===== src/rtl/saturn_pkg.sv =====
// Shared encodings for the Saturn PC / return-stack unit: command codes and
// phase-strobe bit positions.
package saturn_pkg;

    typedef enum logic [2:0] {
        CMD_NOP  = 3'd0,
        CMD_JUMP = 3'd1,
        CMD_REL  = 3'd2,
        CMD_CALL = 3'd3,
        CMD_RTN  = 3'd4,
        CMD_PUSH = 3'd5,
        CMD_POP  = 3'd6,
        CMD_RSVD = 3'd7
    } cmd_e;

    // Bit positions inside the one-hot phase strobe vector
    localparam int PH_INC = 1;   // PC auto-increment phase
    localparam int PH_CMD = 3;   // command acceptance phase

endpackage


===== src/rtl/saturn_rstk_lifo.sv =====
// Hardware return stack as a shift array: entry 0 is the top. Pushing onto a
// full stack drops the oldest entry; popping an empty stack yields zero. Both
// overflow and underflow raise a one-cycle error pulse.
module saturn_rstk_lifo #(
    parameter int WIDTH = 20,
    parameter int DEPTH = 8,
    parameter int LVL_W = $clog2(DEPTH + 1)
) (
    input  logic             i_clk,
    input  logic             i_reset,
    input  logic             i_push,
    input  logic             i_pop,
    input  logic [WIDTH-1:0] i_data,
    output logic [WIDTH-1:0] o_top,
    output logic [LVL_W-1:0] o_level,
    output logic             o_err
);

    logic [WIDTH-1:0] stack [DEPTH];

    // Entries beyond the level are always zero, so the top reads 0 when empty
    assign o_top = stack[0];

    // Shift the array on push/pop and track occupancy; push and pop never coincide
    always_ff @(posedge i_clk) begin
        if (i_reset) begin
            for (int i = 0; i < DEPTH; i++) stack[i] <= '0;
            o_level <= '0;
            o_err   <= 1'b0;
        end else begin
            o_err <= 1'b0;
            if (i_push) begin
                stack[0] <= i_data;
                for (int i = 1; i < DEPTH; i++) stack[i] <= stack[i-1];
                if (o_level == LVL_W'(DEPTH)) o_err <= 1'b1;
                else                          o_level <= o_level + LVL_W'(1);
            end else if (i_pop) begin
                for (int i = 0; i < DEPTH - 1; i++) stack[i] <= stack[i+1];
                stack[DEPTH-1] <= '0;
                if (o_level == '0) o_err <= 1'b1;
                else               o_level <= o_level - LVL_W'(1);
            end
        end
    end

endmodule


===== src/rtl/saturn_pc_stack.sv =====
// Saturn program counter with jump / relative branch / call / return and
// explicit return-stack transfers. Commands retire only in an active phase-3
// cycle; the PC auto-increments in active phase-1 cycles once the first
// phase 3 after reset has been seen.
module saturn_pc_stack
    import saturn_pkg::*;
#(
    parameter int PC_WIDTH   = 20,
    parameter int RSTK_DEPTH = 8,
    parameter int OFFSET_W   = 16,
    parameter int LVL_W      = $clog2(RSTK_DEPTH + 1)
) (
    input  logic                       i_clk,
    input  logic                       i_reset,
    input  logic                       i_clk_en,
    input  logic [3:0]                 i_phases,
    input  logic                       i_bus_busy,
    input  logic                       i_cmd_valid,
    input  logic [2:0]                 i_cmd,
    input  logic [PC_WIDTH-1:0]        i_target,
    input  logic signed [OFFSET_W-1:0] i_offset,
    output logic [PC_WIDTH-1:0]        o_current_pc,
    output logic [PC_WIDTH-1:0]        o_rstk_top,
    output logic [PC_WIDTH-1:0]        o_pop_data,
    output logic [LVL_W-1:0]           o_rstk_level,
    output logic                       o_rstk_empty,
    output logic                       o_rstk_full,
    output logic                       o_cmd_ack,
    output logic                       o_rstk_err
);

    // Relative branch target: sign-extend the offset, wrap modulo 2^PC_WIDTH
    function automatic logic [PC_WIDTH-1:0] rel_target(
        input logic [PC_WIDTH-1:0]        pc,
        input logic signed [OFFSET_W-1:0] off
    );
        logic signed [PC_WIDTH-1:0] off_ext;
        off_ext = PC_WIDTH'(off);
        return pc + off_ext;
    endfunction

    logic                active;
    logic                accept;
    logic                just_reset;
    logic                push;
    logic                pop;
    logic [PC_WIDTH-1:0] push_data;
    cmd_e                cmd;
    logic                unused_phases;

    assign unused_phases = ^{i_phases[0], i_phases[2]};

    assign active    = i_clk_en && !i_bus_busy;
    assign accept    = active && i_phases[PH_CMD] && i_cmd_valid;
    assign cmd       = cmd_e'(i_cmd);
    assign push      = accept && (cmd == CMD_CALL || cmd == CMD_PUSH);
    assign pop       = accept && (cmd == CMD_RTN  || cmd == CMD_POP);
    // CALL saves the PC of the calling instruction, PUSH stores the operand
    assign push_data = (cmd == CMD_CALL) ? o_current_pc : i_target;

    assign o_rstk_empty = (o_rstk_level == '0);
    assign o_rstk_full  = (o_rstk_level == LVL_W'(RSTK_DEPTH));

    saturn_rstk_lifo #(
        .WIDTH (PC_WIDTH),
        .DEPTH (RSTK_DEPTH),
        .LVL_W (LVL_W)
    ) u_rstk (
        .i_clk   (i_clk),
        .i_reset (i_reset),
        .i_push  (push),
        .i_pop   (pop),
        .i_data  (push_data),
        .o_top   (o_rstk_top),
        .o_level (o_rstk_level),
        .o_err   (o_rstk_err)
    );

    // PC update, command retirement and the post-reset increment inhibit
    always_ff @(posedge i_clk) begin
        if (i_reset) begin
            o_current_pc <= '0;
            o_pop_data   <= '0;
            o_cmd_ack    <= 1'b0;
            just_reset   <= 1'b1;
        end else begin
            o_cmd_ack <= accept;
            if (active && i_phases[PH_CMD]) just_reset <= 1'b0;
            if (accept) begin
                case (cmd)
                    CMD_JUMP: o_current_pc <= i_target;
                    CMD_REL:  o_current_pc <= rel_target(o_current_pc, i_offset);
                    CMD_CALL: o_current_pc <= i_target;
                    CMD_RTN:  o_current_pc <= o_rstk_top;
                    CMD_POP:  o_pop_data   <= o_rstk_top;
                    default:  ;
                endcase
            end else if (active && i_phases[PH_INC] && !just_reset) begin
                o_current_pc <= o_current_pc + PC_WIDTH'(1);
            end
        end
    end

endmodule


===== config.mk =====
export PLATFORM = sky130hd
export DESIGN_NAME = saturn_pc_stack
export DESIGN_NICKNAME = d
export VERILOG_FILES = /design/src/rtl/saturn_pkg.sv /design/src/rtl/saturn_rstk_lifo.sv /design/src/rtl/saturn_pc_stack.sv
export SDC_FILE = /design/constraint.sdc
export NUM_CORES = 1
export LEC_CHECK = 0
export ABC_CLOCK_PERIOD_IN_PS = 5700
export CAP_MARGIN = 20
export CORE_MARGIN = 1.5
export CORE_UTILIZATION = 35
export DETAILED_ROUTE_END_ITERATION = 16
export PLACE_DENSITY = 0.59
export SLEW_MARGIN = 15
export SYNTH_ARGS = -nofsm -noshare
export SYNTH_HDL_FRONTEND = slang
export SYNTH_SLANG_ARGS = --single-unit

===== constraint.sdc =====
create_clock -name i_clk -period 5.7 [get_ports i_clk]
set_clock_uncertainty 0.15 [all_clocks]
set_input_delay 1.425 -clock i_clk [delete_from_list [all_inputs] [get_ports i_clk]]
set_output_delay 1.425 -clock i_clk [all_outputs]
set_load 0.02 [all_outputs]

==> results.tsv <==
stage	metric	value	unit
setup_path	crit_type	in -> reg	
setup_path	regToRegSetupSlack	2.28	ns
floorplanning	die_w	174	µm
route	drt.antenna.violating_nets	0	
yosys	synth_most_common_cell	edfxtp_1	
sta	setup_viol	0	
route	vias	7978	
place	gp_congestion	0.873	
yosys	synth_edf_count	140	
cts	post_cts_buffers	0	
layout	n_antenna_cell	0	
place	place_ws	0.929	ns
cts	cts_resized	0	
sta	period_share	75.1	%
yosys	syn_area_per_cell	10.9	µm²
floorplanning	die_h	174	µm
sta	timing.fmax	234	MHz
setup_path	worstSetupStartpoint	i_phases[3]	
cts	path_clk_slew	0.06	ns
pwr	p_leak	4.47	nW
sta	timing.final.ws_setup	1.42	ns
yosys	synthFlopType	edfxtp_1	
yosys	muxShareOfSynthArea	2.09	%
global_routing	first_global_vias	7621	
layout	final_nets	1100	
cts	root_buffer	clkbuf_16	
cts	cts_hold_buf	0	
floorplanning	initial_utilization	35.7	%
setup_path	path_cells	clkdlybuf4s50_1, nand4b_1, nor2_1, nor2_1, nand2_2, buf_4	
yosys	synthAdderAreaFrac	3.08	%
pwr	power	3.48	mW
yosys	synth_xor_area_share	1.28	%
route	vias_per_cell	5.59	
layout	multi_input_area	4330	µm²
pwr	p_int	2.69	mW
route	drt_iter0_drc	716	
place	hpwl	19.9	mm
place	portBuffers	113	
yosys	synth_top_area_cell	edfxtp_1	
yosys	synth_cell_types	66	
setup_path	critPathMaxFanout	17	
global_routing	grt_start_max_net_pins	141	
route	route.detailed.drc	0	
cts	clk_latency	0.50	ns
setup_path	cp_data_required_time	5.74	ns
sta	slew_viol_final	0	
yosys	synth_top_family_by_area	compound AO/OA/AOI/OAI gates	
global_routing	grt_pass1_wl	44.8	mm
hold_path	hold_depth	2	
job	max-cap-violations	0	
setup_path	worst-r2r-cell-count	10	
cts	cts_sinks	207	
yosys	netlist_top_cells_count	140 x edfxtp_1, 121 x a22o_1, 102 x nand2_1	
layout	drive_gt1_share	6.90	%
cts	cts_tree	done	
cts	cts_max_level	1	
setup_path	worst_ep_arrival_time	4.32	ns
pwr	power_frac_clock	43.2	%
setup_path	path_common_cell	nor2_1	
pwr	p_per_area	279	nW/µm²
setup_path	critical_path.startpoint_type	primary input	
layout	area_growth	21.7	%
sta	slew_headroom	34.5	%
yosys	synth_area_leaders	edfxtp_1 41%, dfxtp_1 13%, a22o_1 10%	
yosys	synth-simple-area-share	11.1	%
setup_path	r2r_end	o_current_pc[18]$_SDFFE_PP0P_	
layout	fillers	2704	
global_routing	grt-ovfl-total	0	
sta	final_hold_viol_count	0	
floorplanning	dieArea	30300	µm²
global_routing	grt_use_total	18.7	%
yosys	ys.warnings.count	0	
sta	rsz0062_at_grt	false	
sta	setup-tns-final	0	ns
yosys	ys_ff_latch	207	
floorplanning	core	28700	µm²
floorplanning	io_pins	116	
yosys	seq_area_frac_synth	54.2	%
pwr	seqPwrFrac	49.0	%
sta	whs	0.303	ns
route	dr.pass1.iters	5	
setup_path	critPathCaptureType	register	
global_routing	antenna_found_initial	0	
yosys	synth_fp_nets	1013	
pwr	switching_share	22.6	%
setup_path	endpoint	u_rstk.stack[3][4]$_SDFFCE_PN0P_	
yosys	synth-async-reset-ratio	0	%
pwr	ir_worst_vdd	0.177	mV
setup_path	reg2reg_from	o_current_pc[0]$_SDFFE_PP0P_	
setup_path	max_stage_delay	0.71	ns
hold_path	min_path_type	reg -> reg	
cts	tritoncts.num_buffers	22	
cts	clockBufferDepth	3	
route	wl	29.1	mm
setup_path	crit_slowest_cell	nor2_1	
outcome	status	complete, no violations	
yosys	yosysTopAreaCellShare	41.1	%
pwr	combPwrFrac	7.8	%
sta	worstMarginPinSlew	0.958	ns
route	wl_per_cell	20.4	µm
layout	regArea	5550	µm²
floorplanning	row_count	62	
yosys	synth_compound_area_share	24.6	%
sta	period_minus_slack	4.28	ns
yosys	synthCells	941	
pwr	switching_power	0.786	mW
yosys	syn_area	10200	µm²
[layout make-up]
type                    instances  share of cell area [%]
flip-flops and latches        207                    44.5
multi-input cells             656                    34.8
repair buffers                130                    10.4
clock buffers                  31                    5.18
well taps                     384                    3.86
clock inverters                 9                   0.954
inverters                      11                   0.331
[worst min-delay path by stage]
stage / from / slack [ns] / to
2_1_floorplan: just_reset$_SDFFE_PP1N_ / 0.28 / just_reset$_SDFFE_PP1N_
4_1_cts: o_pop_data[6]$_SDFFE_PP0P_ / 0.30 / o_pop_data[6]$_SDFFE_PP0P_
3_3_place_gp: just_reset$_SDFFE_PP1N_ / 0.29 / just_reset$_SDFFE_PP1N_
5_1_grt: o_pop_data[6]$_SDFFE_PP0P_ / 0.32 / o_pop_data[6]$_SDFFE_PP0P_
6_report: o_pop_data[11]$_SDFFE_PP0P_ / 0.30 / o_pop_data[11]$_SDFFE_PP0P_
3_5_place_dp: just_reset$_SDFFE_PP1N_ / 0.29 / just_reset$_SDFFE_PP1N_
[cell families (layout without fill, tap and decap cells)]
| group | count (synthesis) | after routing |
|---|---|---|
| AO/OA/AOI/OAI | 348 | 348 |
| XOR/XNOR | 15 | 15 |
| adder cells (fa/ha/maj) | 24 | 24 |
| buffers and inverters | 78 | 181 |
| flip-flops | 207 | 207 |
| multiplexers | 21 | 21 |
| AND/OR/NAND/NOR | 248 | 248 |
[critical path: cells and delay by family]
kind	cells	cell delay [ns]
buffers and inverters	2	0.85
AND/OR/NAND/NOR	4	2.03
[power by group through the flow]
stage / clock (mW) / sequential, mW / combinational [mW]
floorplan: 0 / 1.73 / 0.142
global placement: 0 / 1.74 / 0.269
detailed placement: 0 / 1.74 / 0.271
CTS: 1.53 / 1.70 / 0.272
global route: 1.60 / 1.71 / 0.293
finish: 1.50 / 1.71 / 0.271
[state kept, by name, indices dropped and copies added (netlist names)]
register	flops
u_rstk.o_level	4
o_current_pc	20
u_rstk.stack	160
o_pop_data	20
u_rstk.o_err	1
o_cmd_ack	1
just_reset	1
[routing by layer]
| metal | track usage (%) | vias up | wire, µm |
|---|---|---|---|
| met5 | 0 | - | 0 |
| met4 | 5.78 | 0 | 787 |
| met3 | 2.49 | 48 | 1320 |
| met2 | 29.2 | 222 | 13300 |
| met1 | 26.8 | 3900 | 13700 |
| li1 | - | 3808 | - |
[placed cells by master (no fill, tap or decap), types with 7 or more instances in the layout]
cell type	netlist	final
a211oi_1	8	8
a21o_1	13	13
a21oi_1	57	57
a221oi_1	9	9
a22o_1	121	121
a31oi_1	8	8
and3_1	7	7
buf_4	0	14
clkbuf_16	0	23
clkdlybuf4s50_1	0	112
dfxtp_1	67	67
edfxtp_1	140	140
ha_1	22	22
inv_1	11	11
mux2i_1	18	18
nand2_1	102	100
nand2b_1	7	7
nand3_1	21	21
nor2_1	59	59
nor2b_1	7	7
nor3_1	11	9
o21ai_0	63	63
o22ai_1	21	21
xnor2_1	11	11
[metrics by stage]
step	instances	cell area, µm²	util [%]
6_report	1428	12500	43.4
5_1_grt	1428	12500	43.4
4_1_cts	1428	12500	43.4
3_5_place_dp	1388	11700	40.7
3_3_place_gp	1388	11700	40.7
2_1_floorplan	941	10200	-
No activity file was read; power rests on OpenSTA's default activity.
